===== src/rtl/dma_pkg.sv =====
// Shared definitions for the peripheral DMA copy engine: register map,
// sequencer states and STATUS bit layout.
package dma_pkg;

    localparam logic [4:0] REG_SRC    = 5'h00;
    localparam logic [4:0] REG_DST    = 5'h04;
    localparam logic [4:0] REG_LEN    = 5'h08;
    localparam logic [4:0] REG_CTRL   = 5'h0C;
    localparam logic [4:0] REG_STATUS = 5'h10;

    localparam int CTRL_START_BIT = 0;
    localparam int STAT_BUSY_BIT  = 0;
    localparam int STAT_DONE_BIT  = 1;

    typedef enum logic [2:0] {
        ST_IDLE  = 3'd0,
        ST_REQ   = 3'd1,
        ST_RD    = 3'd2,
        ST_RWAIT = 3'd3,
        ST_WR    = 3'd4,
        ST_NEXT  = 3'd5,
        ST_DONE  = 3'd6
    } dma_state_e;

    function automatic logic [31:0] status_word(input logic done, input logic busy);
        logic [31:0] w;
        w                = 32'h0000_0000;
        w[STAT_DONE_BIT] = done;
        w[STAT_BUSY_BIT] = busy;
        return w;
    endfunction

endpackage


===== src/rtl/dma_regfile.sv =====
// CPU-side register slot of the DMA engine: write decode, readback, START pulse
// and the sticky done flag (exported only when DMA_IRQ_EN is defined).
module dma_regfile
    import dma_pkg::*;
#(
    parameter int ADDR_W = 32,
    parameter int LEN_W  = 16
) (
    input  logic              clk,
    input  logic              resetn,
    input  logic [31:0]       d_in,
    input  logic              cs,
    input  logic [4:0]        addr,
    input  logic              rd,
    input  logic              wr,
    input  logic              idle,
    input  logic              busy,
    input  logic              done_evt,
    output logic [31:0]       d_out,
    output logic [ADDR_W-1:0] src,
    output logic [ADDR_W-1:0] dst,
    output logic [LEN_W-1:0]  len,
    output logic              start
`ifdef DMA_IRQ_EN
    ,
    output logic              done
`endif
);

    logic [ADDR_W-1:0] src_r;
    logic [ADDR_W-1:0] dst_r;
    logic [LEN_W-1:0]  len_r;
    logic [31:0]       d_out_r;
    logic              done_r;
    logic              wr_en_s;
    logic              rd_en_s;
    logic              status_rd_s;
    logic              start_s;

    // Strobe decode; configuration is frozen while a copy is in flight
    always_comb begin
        wr_en_s     = cs & wr & idle;
        rd_en_s     = cs & rd;
        status_rd_s = rd_en_s & (addr == REG_STATUS);
        start_s     = wr_en_s & (addr == REG_CTRL) & d_in[CTRL_START_BIT];
    end

    // Configuration registers
    always_ff @(posedge clk or negedge resetn) begin
        if (!resetn) begin
            src_r <= {ADDR_W{1'b0}};
            dst_r <= {ADDR_W{1'b0}};
            len_r <= {LEN_W{1'b0}};
        end else if (wr_en_s) begin
            case (addr)
                REG_SRC: src_r <= d_in[ADDR_W-1:0];
                REG_DST: dst_r <= d_in[ADDR_W-1:0];
                REG_LEN: len_r <= d_in[LEN_W-1:0];
                default: ;
            endcase
        end
    end

    // Sticky done: a completion in the same cycle as a clearing read still lands
    always_ff @(posedge clk or negedge resetn) begin
        if (!resetn) begin
            done_r <= 1'b0;
        end else if (done_evt) begin
            done_r <= 1'b1;
        end else if (status_rd_s | start_s) begin
            done_r <= 1'b0;
        end
    end

    // Registered readback, valid the cycle after the read strobe
    always_ff @(posedge clk or negedge resetn) begin
        if (!resetn) begin
            d_out_r <= 32'h0000_0000;
        end else if (rd_en_s) begin
            case (addr)
                REG_SRC:    d_out_r <= 32'(src_r);
                REG_DST:    d_out_r <= 32'(dst_r);
                REG_LEN:    d_out_r <= 32'(len_r);
                REG_STATUS: d_out_r <= status_word(done_r | done_evt, busy);
                default:    d_out_r <= 32'h0000_0000;
            endcase
        end
    end

    assign d_out = d_out_r;
    assign src   = src_r;
    assign dst   = dst_r;
    assign len   = len_r;
    assign start = start_s;
`ifdef DMA_IRQ_EN
    assign done  = done_r;
`endif

endmodule


===== src/rtl/peripheral_dma.sv =====
// Memory-to-memory word copy engine acting as a bus initiator.
// Define DMA_IRQ_EN to get the irq completion output.
module peripheral_dma
    import dma_pkg::*;
#(
    parameter int ADDR_W = 32,
    parameter int LEN_W  = 16
) (
    input  logic              clk,
    input  logic              resetn,
    input  logic [31:0]       d_in,
    input  logic              cs,
    input  logic [4:0]        addr,
    input  logic              rd,
    input  logic              wr,
    output logic [31:0]       d_out,
    output logic              m_req,
    input  logic              m_gnt,
    output logic [ADDR_W-1:0] m_addr,
    output logic              m_rstrb,
    input  logic [31:0]       m_rdata,
    output logic [31:0]       m_wdata,
    output logic [3:0]        m_wmask,
    input  logic              m_rbusy,
    input  logic              m_wbusy
`ifdef DMA_IRQ_EN
    ,
    output logic              irq
`endif
);

    localparam logic [ADDR_W-1:0] WORD_STEP = {{(ADDR_W-3){1'b0}}, 3'd4};
    localparam logic [LEN_W-1:0]  ONE_WORD  = {{(LEN_W-1){1'b0}}, 1'b1};

    dma_state_e        state_r;
    logic [ADDR_W-1:0] src_cur_r;
    logic [ADDR_W-1:0] dst_cur_r;
    logic [LEN_W-1:0]  cnt_r;
    logic              busy_r;
    logic              req_r;
    logic [ADDR_W-1:0] addr_r;
    logic              rstrb_r;
    logic [31:0]       wdata_r;
    logic [3:0]        wmask_r;

    logic [ADDR_W-1:0] src_s;
    logic [ADDR_W-1:0] dst_s;
    logic [LEN_W-1:0]  len_s;
    logic              start_s;
    logic              idle_s;
    logic              done_evt_s;

    dma_regfile #(
        .ADDR_W (ADDR_W),
        .LEN_W  (LEN_W)
    ) u_regfile (
        .clk      (clk),
        .resetn   (resetn),
        .d_in     (d_in),
        .cs       (cs),
        .addr     (addr),
        .rd       (rd),
        .wr       (wr),
        .idle     (idle_s),
        .busy     (busy_r),
        .done_evt (done_evt_s),
        .d_out    (d_out),
        .src      (src_s),
        .dst      (dst_s),
        .len      (len_s),
        .start    (start_s)
`ifdef DMA_IRQ_EN
        ,
        .done     (irq)
`endif
    );

    // Completion event: zero-length start, or the last word retiring
    always_comb begin
        idle_s = (state_r == ST_IDLE);
        if (idle_s && start_s && (len_s == {LEN_W{1'b0}})) begin
            done_evt_s = 1'b1;
        end else if ((state_r == ST_NEXT) && m_gnt && (cnt_r == ONE_WORD)) begin
            done_evt_s = 1'b1;
        end else begin
            done_evt_s = 1'b0;
        end
    end

    // Copy sequencer; every step holds in place while the grant is withdrawn
    always_ff @(posedge clk or negedge resetn) begin
        if (!resetn) begin
            state_r   <= ST_IDLE;
            src_cur_r <= {ADDR_W{1'b0}};
            dst_cur_r <= {ADDR_W{1'b0}};
            cnt_r     <= {LEN_W{1'b0}};
            busy_r    <= 1'b0;
            req_r     <= 1'b0;
            addr_r    <= {ADDR_W{1'b0}};
            rstrb_r   <= 1'b0;
            wdata_r   <= 32'h0000_0000;
            wmask_r   <= 4'h0;
        end else begin
            case (state_r)
                ST_IDLE: if (start_s && (len_s != {LEN_W{1'b0}})) begin
                    src_cur_r <= {src_s[ADDR_W-1:2], 2'b00};
                    dst_cur_r <= {dst_s[ADDR_W-1:2], 2'b00};
                    cnt_r     <= len_s;
                    busy_r    <= 1'b1;
                    req_r     <= 1'b1;
                    state_r   <= ST_REQ;
                end
                ST_REQ: if (m_gnt) begin
                    addr_r  <= src_cur_r;
                    rstrb_r <= 1'b1;
                    state_r <= ST_RD;
                end
                ST_RD: if (m_gnt) begin
                    rstrb_r <= 1'b0;
                    state_r <= ST_RWAIT;
                end
                ST_RWAIT: if (m_gnt && !m_rbusy) begin
                    wdata_r <= m_rdata;
                    addr_r  <= dst_cur_r;
                    wmask_r <= 4'hF;
                    state_r <= ST_WR;
                end
                ST_WR: if (m_gnt && !m_wbusy) begin
                    wmask_r <= 4'h0;
                    state_r <= ST_NEXT;
                end
                ST_NEXT: if (m_gnt) begin
                    src_cur_r <= src_cur_r + WORD_STEP;
                    dst_cur_r <= dst_cur_r + WORD_STEP;
                    cnt_r     <= cnt_r - ONE_WORD;
                    if (cnt_r == ONE_WORD) begin
                        req_r   <= 1'b0;
                        busy_r  <= 1'b0;
                        state_r <= ST_DONE;
                    end else begin
                        addr_r  <= src_cur_r + WORD_STEP;
                        rstrb_r <= 1'b1;
                        state_r <= ST_RD;
                    end
                end
                ST_DONE: state_r <= ST_IDLE;
                default: begin
                    busy_r  <= 1'b0;
                    req_r   <= 1'b0;
                    rstrb_r <= 1'b0;
                    wmask_r <= 4'h0;
                    state_r <= ST_IDLE;
                end
            endcase
        end
    end

    assign m_req   = req_r;
    assign m_addr  = addr_r;
    assign m_wdata = wdata_r;
    // Strobes never reach the bus without a grant
    assign m_rstrb = rstrb_r & m_gnt;
    assign m_wmask = wmask_r & {4{m_gnt}};

endmodule


===== config.mk =====
export PLATFORM = sky130hd
export DESIGN_NAME = peripheral_dma
export DESIGN_NICKNAME = d
export VERILOG_FILES = /design/src/rtl/dma_pkg.sv /design/src/rtl/dma_regfile.sv /design/src/rtl/peripheral_dma.sv
export SDC_FILE = /design/constraint.sdc
export NUM_CORES = 1
export LEC_CHECK = 0
export BUFFER_PORTS_ARGS = -buffer_cell sky130_fd_sc_hd__buf_4
export CORE_MARGIN = 2
export CORE_UTILIZATION = 51
export DETAILED_ROUTE_END_ITERATION = 7
export PLACE_DENSITY = 0.73
export SYNTH_ARGS = -nofsm -noshare
export SYNTH_HDL_FRONTEND = slang
export SYNTH_HIERARCHICAL = 1
export SYNTH_SLANG_ARGS = --single-unit

===== constraint.sdc =====
create_clock -name clk -period 3.2 [get_ports clk]
set_input_delay 0.64 -clock clk [delete_from_list [all_inputs] [get_ports clk]]
set_output_delay 0.64 -clock clk [all_outputs]
set_load 0.01 [all_outputs]

==> results of run 1 <==
-- power by group --
group	internal [W]	leakage, nW	switching, W
Clock	0.00213	0.494	0.00135
Sequential	0.00417	3.36	0.00105
Combinational	0.00173	3.13	0.00179
Total	0.00803	6.99	0.00419
-- metal layers --
metal | vias to the layer above | routed length (um)
met2 | 499 | 16000
met1 | 5319 | 16500
met5 | - | 0
met4 | 0 | 1140
li1 | 5045 | -
met3 | 53 | 3010
-- state kept, by name, summed over array words and instances, names as in the netlist --
| name | flops |
|---|---|
| state_r | 3 |
| m_addr | 30 |
| u_regfile/src | 32 |
| u_regfile/done_r | 1 |
| dst_cur_r | 30 |
| cnt_r | 16 |
| u_regfile/d_out | 32 |
| u_regfile/len | 16 |
| rstrb_r | 1 |
| m_wdata | 32 |
| wmask_r | 1 |
| u_regfile/dst | 32 |
| m_req | 1 |
| src_cur_r | 30 |
-- through the flow --
step                total power [W]  instance area (sq um)   util  hold slack [ns]
floorplan                   0.00719                  13200      -            0.344
global placement            0.00860                  14700  0.580            0.456
detailed placement          0.00873                  14700  0.580            0.458
CTS                          0.0122                  15700  0.620           0.0270
global route                 0.0129                  15700  0.620           0.0633
finish                       0.0122                  15700  0.620           0.0158
-- worst max-delay path, cell delays in order (launching register included) --
cell,delay [ns]
dfrtp_1,0.41
nor4_1,0.56
nand4_1,0.37
a31oi_4,0.55
buf_12,0.29
a21oi_1,0.07
o2bb2a_1,0.32
-- worst paths after layout --
kind / from / endpoint / slack [ns] / cells after the start
worst max-delay path: u_regfile/len[11]$_DFFE_PN0P_ / dst_cur_r[19]$_DFFE_PN0P_ / 0.47 / 6
worst min register to register: wmask_r[2]$_DFFE_PN0P_ / wmask_r[2]$_DFFE_PN0P_ / 0.47 / 1
max in group asynchronous: resetn / m_addr[18]$_DFFE_PN0P_ / 2.33 / 2
min in group clk: d_in[27] / u_regfile/src[27]$_DFFE_PN0P_ / 0.32 / 2
worst max register to register: u_regfile/len[11]$_DFFE_PN0P_ / dst_cur_r[19]$_DFFE_PN0P_ / 0.47 / 6
worst min-delay path: resetn / u_regfile/d_out[3]$_DFFE_PN0P_ / 0.02 / 1
-- area by class of cell --
class	instances	area, sq um	area share
tap	330	413	0.0264
sequential	257	6430	0.411
inverter	13	48.8	0.00312
timing repair buffer	208	1640	0.105
clock buffer	41	838	0.0536
clock inverter	9	163	0.0104
multi-input combinational	900	6120	0.391
-- synthesized netlist by cell type, types with 6 or more instances --
library cell,instances
a22oi_1,24
a21oi_1,96
nor4_1,10
a2bb2oi_1,15
nand4_1,18
nand3_1,50
o211ai_1,8
a22o_1,20
buf_6,11
clkbuf_1,27
and2_1,8
mux2_4,30
o2bb2a_1,6
o21ai_0,104
mux2i_1,17
and3_1,9
dfrtp_1,257
nor2_1,63
inv_1,13
or3_1,6
mux2_2,83
a31oi_1,23
nor3_1,23
o22ai_1,31
buf_4,20
buf_2,42
o21ai_1,10
a221oi_1,10
and4_1,7
o22a_1,8
nand2_1,119
-- cell families after synthesis --
| logic type | after synthesis | synth area share |
|---|---|---|
| compound gates | 412 | 0.203 |
| fa+ha+maj | 4 | 0.00380 |
| buf+inv | 117 | 0.0506 |
| flops | 257 | 0.488 |
| mux | 130 | 0.118 |
| other cells | 1 | 0.000284 |
| simple gates | 352 | 0.137 |
==> flow_summary.toml, run 1 <==
[cts]
htree_levels = 1
cts.reportedPaths.clkPinSlew_ns = 0.06
cts_setup_buffers = 0
cts_hold_buffers = 0
clockBufferDepth = 3
cts_buffers = 27
cts.repair.resized = 0
cts_tree = "built"
cts_root_buffer = "clkbuf_16"
insertion_delay_ns = 0.55
clock_sinks = 257

[timing]
setup-violations-final = 0
tightestPinTransition_ns = 1.14
fin_crit_ns = 2.73
hold_viol = 0
fmax_mhz = 367
final.setup_skew_ns = 0.0159
slew-limit-headroom = 0.235
rsz0062_at_grt = "no"
fin_crit_sh = 0.852
report.final.slew_viol_count = 0
finalWorstSetupSlack_ns = 0.473
timing.setup.tns_ns = 0

[global_route]
use_met1 = 0.408
grt_busiest_layer = "met1"
grtUsageTotal = 0.269
antenna_found_initial = 0
met3_usage = 0.0445
overflow = 0
use_met2 = 0.398
grt_pass1_wl_mm = 57.3
grt_pass1_vias = 10143
grt_max_degree = 86

[synth]
synth.area.top_cells = "dfrtp_1, mux2_2, o21ai_0"
synth_edf_count = 0
async_flop_share = 1.00
synth_top_area_cell = "dfrtp_1"
avgSynthCellArea_sq_um = 10.4
synth.top_cell.area_share = 0.488
ys_seq_area_frac = 0.488
netlist-cell-type-count = 81
synthCells = 1273
synth_ff_type = "dfrtp_1"
synth-seq-cells = 257
ys_warn_count = 6
syn_area_sq_um = 13200

[floorplan]
die_area_sq_um = 27200
initial_core_util = 0.522
fp.dieH_um = 165
rows = 58
fp.dieW_um = 165
pin_count = 179
core_area_sq_um = 25300

[route]
vias_per_cell = 6.21
drt-total-wl_mm = 36.6
routed-via-count = 10916
wl_per_cell_um = 20.8
first_pass_iters = 6
drt_iter0_drc = 1046
ant_nets = 0
drc = 0

[job]
drv_cap = 0

[run_status]
status = "completed"

[final_layout]
drive_above_1_share = 0.275
fin_cells = 1758
nFillCells = 2052
syn_to_final_growth_pct = 18.7
mostFrequentLayoutCells = "dfrtp_1, buf_4, nand2_1, o21ai_0, a21oi_1"
final_common_cell = "dfrtp_1"
n_antenna_cell = 0
final_nets = 1488

[critical_path]
required_ns = 3.64
critPathMaxFanout = 53
path_class = "flip-flop to flip-flop"
cp.arrival_ns = 3.16
crit_path_start_kind = "flip-flop"
end_kind = "flip-flop"

[power_and_ir_drop]
ir_drop_uv = 525
cellPowerDensity_nw_per_um2 = 780
total_leakage_power_nw = 6.99

[placed_design]
dp.cells = 1708
dp.final_hpwl_mm = 25.5
io_buffers = 176
place_ws_ns = 0.457
gp_congestion = 0.913

[worst_hold_path]
min_path_type = "input pin to asynchronous set/reset pin"
Note: power is estimated with default switching activity, not from simulation.
==> run 2, diff against run 1 <==
--- a/config.mk
+++ b/config.mk
@@ -12,5 +12,4 @@
 export PLACE_DENSITY = 0.73
 export SYNTH_ARGS = -nofsm -noshare
 export SYNTH_HDL_FRONTEND = slang
-export SYNTH_HIERARCHICAL = 1
 export SYNTH_SLANG_ARGS = --single-unit
==> flow_summary.toml, run 2 <==
[synth]
avgSynthCellArea_sq_um = 10.2
synthTopCellsByCount = "dfrtp_1, nand2_1, mux2_2, o21ai_0, nor2_1"
synth_ff_type = "dfrtp_1"
ys_warn_count = 0
async_flop_share = 1.00
synth_top_area_cell = "dfrtp_1"
synth.most_common_cell = "dfrtp_1"
synth.area.top_cells = "dfrtp_1, mux2_2, o21ai_0"
syn_nets = 1332
synth.top_cell.area_share = 0.504
netlist-cell-type-count = 74
ys_seq_area_frac = 0.504
syn_area_sq_um = 12800
synth-seq-cells = 258
synthCells = 1251
synth_edf_count = 0

[floorplan]
fp.dieW_um = 163
core_area_sq_um = 24900
fp.dieH_um = 163
rows = 58
pin_count = 179
initial_core_util = 0.515
die_area_sq_um = 26400

[route]
drt_iter0_drc = 1186
routed-via-count = 11170
wl_per_cell_um = 21.7
ant_nets = 0
drc = 0
vias_per_cell = 6.36
drt-total-wl_mm = 38.2
first_pass_iters = 8

[global_route]
grtUsageTotal = 0.290
use_met1 = 0.435
grt_busiest_layer = "met2"
grt_pass1_wl_mm = 60.3
overflow = 0
grt_pass1_vias = 10686
use_met2 = 0.435
grt_max_degree = 102
antenna_found_initial = 0
met3_usage = 0.0527

[timing]
rsz0062_at_grt = "no"
hold_viol = 0
fin_crit_sh = 0.822
final.setup_skew_ns = 0.00935
fin_crit_ns = 2.63
report.final.slew_viol_count = 0
setup-violations-final = 0
tightestPinTransition_ns = 1.03
timing.setup.tns_ns = 0
finalWorstSetupSlack_ns = 0.571
fmax_mhz = 380
whs_ns = 0.152
slew-limit-headroom = 0.310

[power_and_ir_drop]
total_leakage_power_nw = 6.85
switching_share = 0.337
p_int_w = 0.00761
p_switching_w = 0.00386
clock_power_share = 0.290
seqPwrFrac = 0.436
cellPowerDensity_nw_per_um2 = 739
ir_drop_uv = 488
p_comb_frac = 0.273

[run_status]
status = "completed"

[critical_path]
critPathMaxFanout = 18
crit_path_start_kind = "flip-flop"
path_class = "flip-flop to flip-flop"
path_buf_inv = 0
required_ns = 3.63
crit_path_top_delay_cell = "dfrtp_1"
r2r_cells = 5
cpPeakStageDelay_ns = 0.73
cp.arrival_ns = 3.06
reg2reg_slack_ns = 0.57
cp_cell_sequence = "and3b_2, nand4_1, nor4_1, o21ai_0, o22a_1"
r2r_end = "m_addr[29]$_DFFE_PN0P_"
r2r_start = "state_r[2]$_DFFE_PN0P_"
cp_top_family = "simple AND/OR/NAND/NOR gates"
end_kind = "flip-flop"

[placed_design]
io_buffers = 178
dp.final_hpwl_mm = 26.9
place_ws_ns = 0.596
gp_congestion = 0.968

[cts]
cts_buffers = 28
cts_setup_buffers = 0
insertion_delay_ns = 0.54
clock_sinks = 258
cts_hold_buffers = 0
cts.repair.resized = 0
cts_tree = "built"
cts.reportedPaths.clkPinSlew_ns = 0.07
cts_root_buffer = "clkbuf_16"
htree_levels = 1
clockBufferDepth = 3

[final_layout]
utilization = 0.623
mostFrequentLayoutCells = "dfrtp_1, buf_4, nand2_1, mux2_2, o21ai_0"
n_antenna_cell = 0
final_nets = 1485
final_common_cell = "dfrtp_1"
syn_to_final_growth_pct = 21.1
drive_above_1_share = 0.289

[worst_hold_path]
min_path_type = "input pin to asynchronous set/reset pin"

[job]
drv_cap = 0
## run 2: metal layers
layer / part of all wire / vias up
met3: 0.097 / 70
met1: 0.43 / 5464
met5: 0 / -
met2: 0.44 / 603
li1: - / 5033
met4: 0.024 / 0
## run 2: metrics by stage
step                cell area [sq um]  std cells  total power, W
floorplan                       12800       1251         0.00662
global placement                14600       1704         0.00803
detailed placement              14600       1704         0.00814
CTS                             15500       1756          0.0115
global route                    15500       1756          0.0121
finish                          15500       1756          0.0115
## run 2: kinds of logic (layout without fill, tap and decap cells)
| kind of cell | count (synthesis) | count (layout) | synth area share |
|---|---|---|---|
| simple gates | 389 | 389 | 0.157 |
| compound gates | 373 | 373 | 0.193 |
| mux | 120 | 120 | 0.105 |
| flops | 258 | 258 | 0.504 |
| buf+inv | 107 | 282 | 0.0372 |
| fa+ha+maj | 4 | 4 | 0.00391 |
## run 2: power groups by stage
stage / Combinational, W / Clock [W] / Sequential, W
6_report: 0.00313 / 0.00333 / 0.00501
5_1_grt: 0.00342 / 0.00352 / 0.00511
4_1_cts: 0.00313 / 0.00336 / 0.00497
3_5_place_dp: 0.00312 / 0 / 0.00502
3_3_place_gp: 0.00304 / 0 / 0.00499
2_1_floorplan: 0.00179 / 0 / 0.00483
## run 2: cell type report
cell class,instances,area (sq um)
multi-input cells,886,5930
fillers,2052,9370
repair buffers,220,1720
well taps,330,413
clock buffers,40,837
inverters,10,37.5
clock inverters,12,123
flip-flops and latches,258,6460
## run 2: worst max-delay path by stage
stage / startpoint / end / slack [ns] / cells after the start
floorplan: src_cur_r[2]$_DFFE_PN0P_ / m_addr[22]$_DFFE_PN0P_ / 1.01 / 7
global placement: addr[4] / u_regfile.len[14]$_DFFE_PN0P_ / 0.66 / 5
detailed placement: addr[4] / u_regfile.len[6]$_DFFE_PN0P_ / 0.60 / 5
CTS: state_r[2]$_DFFE_PN0P_ / m_addr[29]$_DFFE_PN0P_ / 0.71 / 5
global route: state_r[2]$_DFFE_PN0P_ / m_addr[19]$_DFFE_PN0P_ / 0.52 / 5
finish: state_r[2]$_DFFE_PN0P_ / m_addr[29]$_DFFE_PN0P_ / 0.57 / 5
==> run 3, diff against run 2 <==
==> constraint.sdc (replaced) <==
create_clock -name clk -period 2.6 [get_ports clk]
set_input_delay 0.52 -clock clk [delete_from_list [all_inputs] [get_ports clk]]
set_output_delay 0.52 -clock clk [all_outputs]
set_load 0.01 [all_outputs]
==> flow_summary.toml, run 3 (synthesis gave the netlist of run 2 again) <==
[floorplan]
fp.dieW_um = 163
core_area_sq_um = 24900
die_area_sq_um = 26400
fp.dieH_um = 163
pin_count = 179
rows = 58
initial_core_util = 0.515

[critical_path]
crit_path_start_kind = "flip-flop"
cpPeakStageDelay_ns = 0.61
r2r_start = "u_regfile.len[8]$_DFFE_PN0P_"
startpoint = "u_regfile.len[8]$_DFFE_PN0P_"
critPathMaxFanout = 17
cp.arrival_ns = 2.89
path_class = "flip-flop to flip-flop"
cp_top_family = "compound AO/OA/AOI/OAI gates"
end_kind = "flip-flop"
cp_cell_sequence = "nor4_1, nand4_1, a21oi_4, buf_4, a21oi_1, o221a_2"
path_buf_inv = 1
crit_path_top_delay_cell = "a21oi_4"
required_ns = 3.03

[route]
vias_per_cell = 6.35
ant_nets = 0
routed-via-count = 11309
drt-total-wl_mm = 38.6
drt_iter0_drc = 1213
wl_per_cell_um = 21.7
first_pass_iters = 6
drc = 0

[final_layout]
n_antenna_cell = 0
final_nets = 1511
final_common_cell = "dfrtp_1"
mostFrequentLayoutCells = "dfrtp_1, buf_4, nand2_1, mux2_2, o21ai_0"
syn_to_final_growth_pct = 22.3
drive_above_1_share = 0.302
nFillCells = 2038
area.sequential_sq_um = 6460
multi_input_area_sq_um = 5930
utilization = 0.630
stdcell_area_sq_um = 15700

[timing]
hold_viol = 0
fin_crit_sh = 0.944
slew-limit-headroom = 0.447
tightestPinTransition_ns = 0.822
fmax_mhz = 407
setup-violations-final = 0
rsz0062_at_grt = "no"
timing.setup.tns_ns = 0
report.final.slew_viol_count = 0
fin_crit_ns = 2.45
final.setup_skew_ns = 0.0116

[global_route]
grtUsageTotal = 0.291
overflow = 0
grt_pass1_wl_mm = 60.5
grt_pass1_vias = 10655
grt_max_degree = 78
antenna_found_initial = 0

[cts]
clockBufferDepth = 3
cts_hold_buffers = 1
cts.repair.resized = 0
clock_sinks = 258
cts_buffers = 27
cts_tree = "built"
htree_levels = 1
insertion_delay_ns = 0.54
cts_setup_buffers = 0
cts.reportedPaths.clkPinSlew_ns = 0.07
cts_root_buffer = "clkbuf_16"

[power_and_ir_drop]
p_total_w = 0.0139
p_comb_frac = 0.284
seqPwrFrac = 0.443
total_leakage_power_nw = 6.94
p_switching_w = 0.00481
clock_power_share = 0.273
switching_share = 0.347
ir_drop_uv = 512
p_int_w = 0.00907
cellPowerDensity_nw_per_um2 = 885

[placed_design]
io_buffers = 178
gp_congestion = 0.933
placed_cell_area_sq_um = 14800
dp.final_hpwl_mm = 27.8

[worst_hold_path]
min_path_type = "input pin to flip-flop"
holdCritStartpoint = "m_rdata[24]"

[job]
drv_cap = 0

[run_status]
status = "completed"
==> run 3: through the flow <==
stage                     worst slack, ns  hold WS, ns  cells
final                               0.146        0.209   1781
after global routing               0.0297        0.197   1781
after CTS                           0.228        0.196   1781
after detailed placement            0.234        0.471   1730
after global placement              0.223        0.464   1730
after floorplan                     0.408        0.224   1251
==> run 3: layout make-up <==
type	count	area share
Sequential cell	258	0.412
Multi-Input combinational cell	886	0.378
Timing Repair Buffer	247	0.126
Clock buffer	31	0.0453
Tap cell	330	0.0263
Clock inverter	19	0.00989
Inverter	10	0.00239
==> run 3: path summary, 6_finish.rpt <==
check / endpoint / slack, ns / cells after the start
max in group asynchronous: src_cur_r[5]$_DFFE_PN0P_ / 1.31 / 3
worst max-delay path: src_cur_r[15]$_DFFE_PN0P_ / 0.15 / 6
worst min-delay path: m_wdata[24]$_DFFE_PN0P_ / 0.21 / 2
min in group asynchronous: u_regfile.d_out[5]$_DFFE_PN0P_ / 0.55 / 2
worst min register to register: m_addr[8]$_DFFE_PN0P_ / 0.48 / 2
worst max register to register: src_cur_r[15]$_DFFE_PN0P_ / 0.15 / 6
==> run 3: worst register-to-register path, stage by stage (launching register included) <==
cell and delay [ns]:
dfrtp_1 0.41, nor4_1 0.49, nand4_1 0.31, a21oi_4 0.61, buf_4 0.24, a21oi_1 0.04, o221a_2 0.24
==> run 3: power by group through the flow <==
stage	combinational [W]	sequential (W)	clock, W
6_report	0.00394	0.00615	0.00379
5_1_grt	0.00432	0.00628	0.00401
4_1_cts	0.00394	0.00611	0.00383
3_5_place_dp	0.00392	0.00618	0
3_3_place_gp	0.00384	0.00612	0
2_1_floorplan	0.00220	0.00595	0
==> run 3: metal layers <==
metal | track usage | vias up | part of all wire
met4 | 0.0780 | 0 | 0.024
met1 | 0.429 | 5527 | 0.43
li1 | - | 5087 | -
met5 | 0 | - | 0
met3 | 0.0654 | 68 | 0.11
met2 | 0.436 | 627 | 0.44
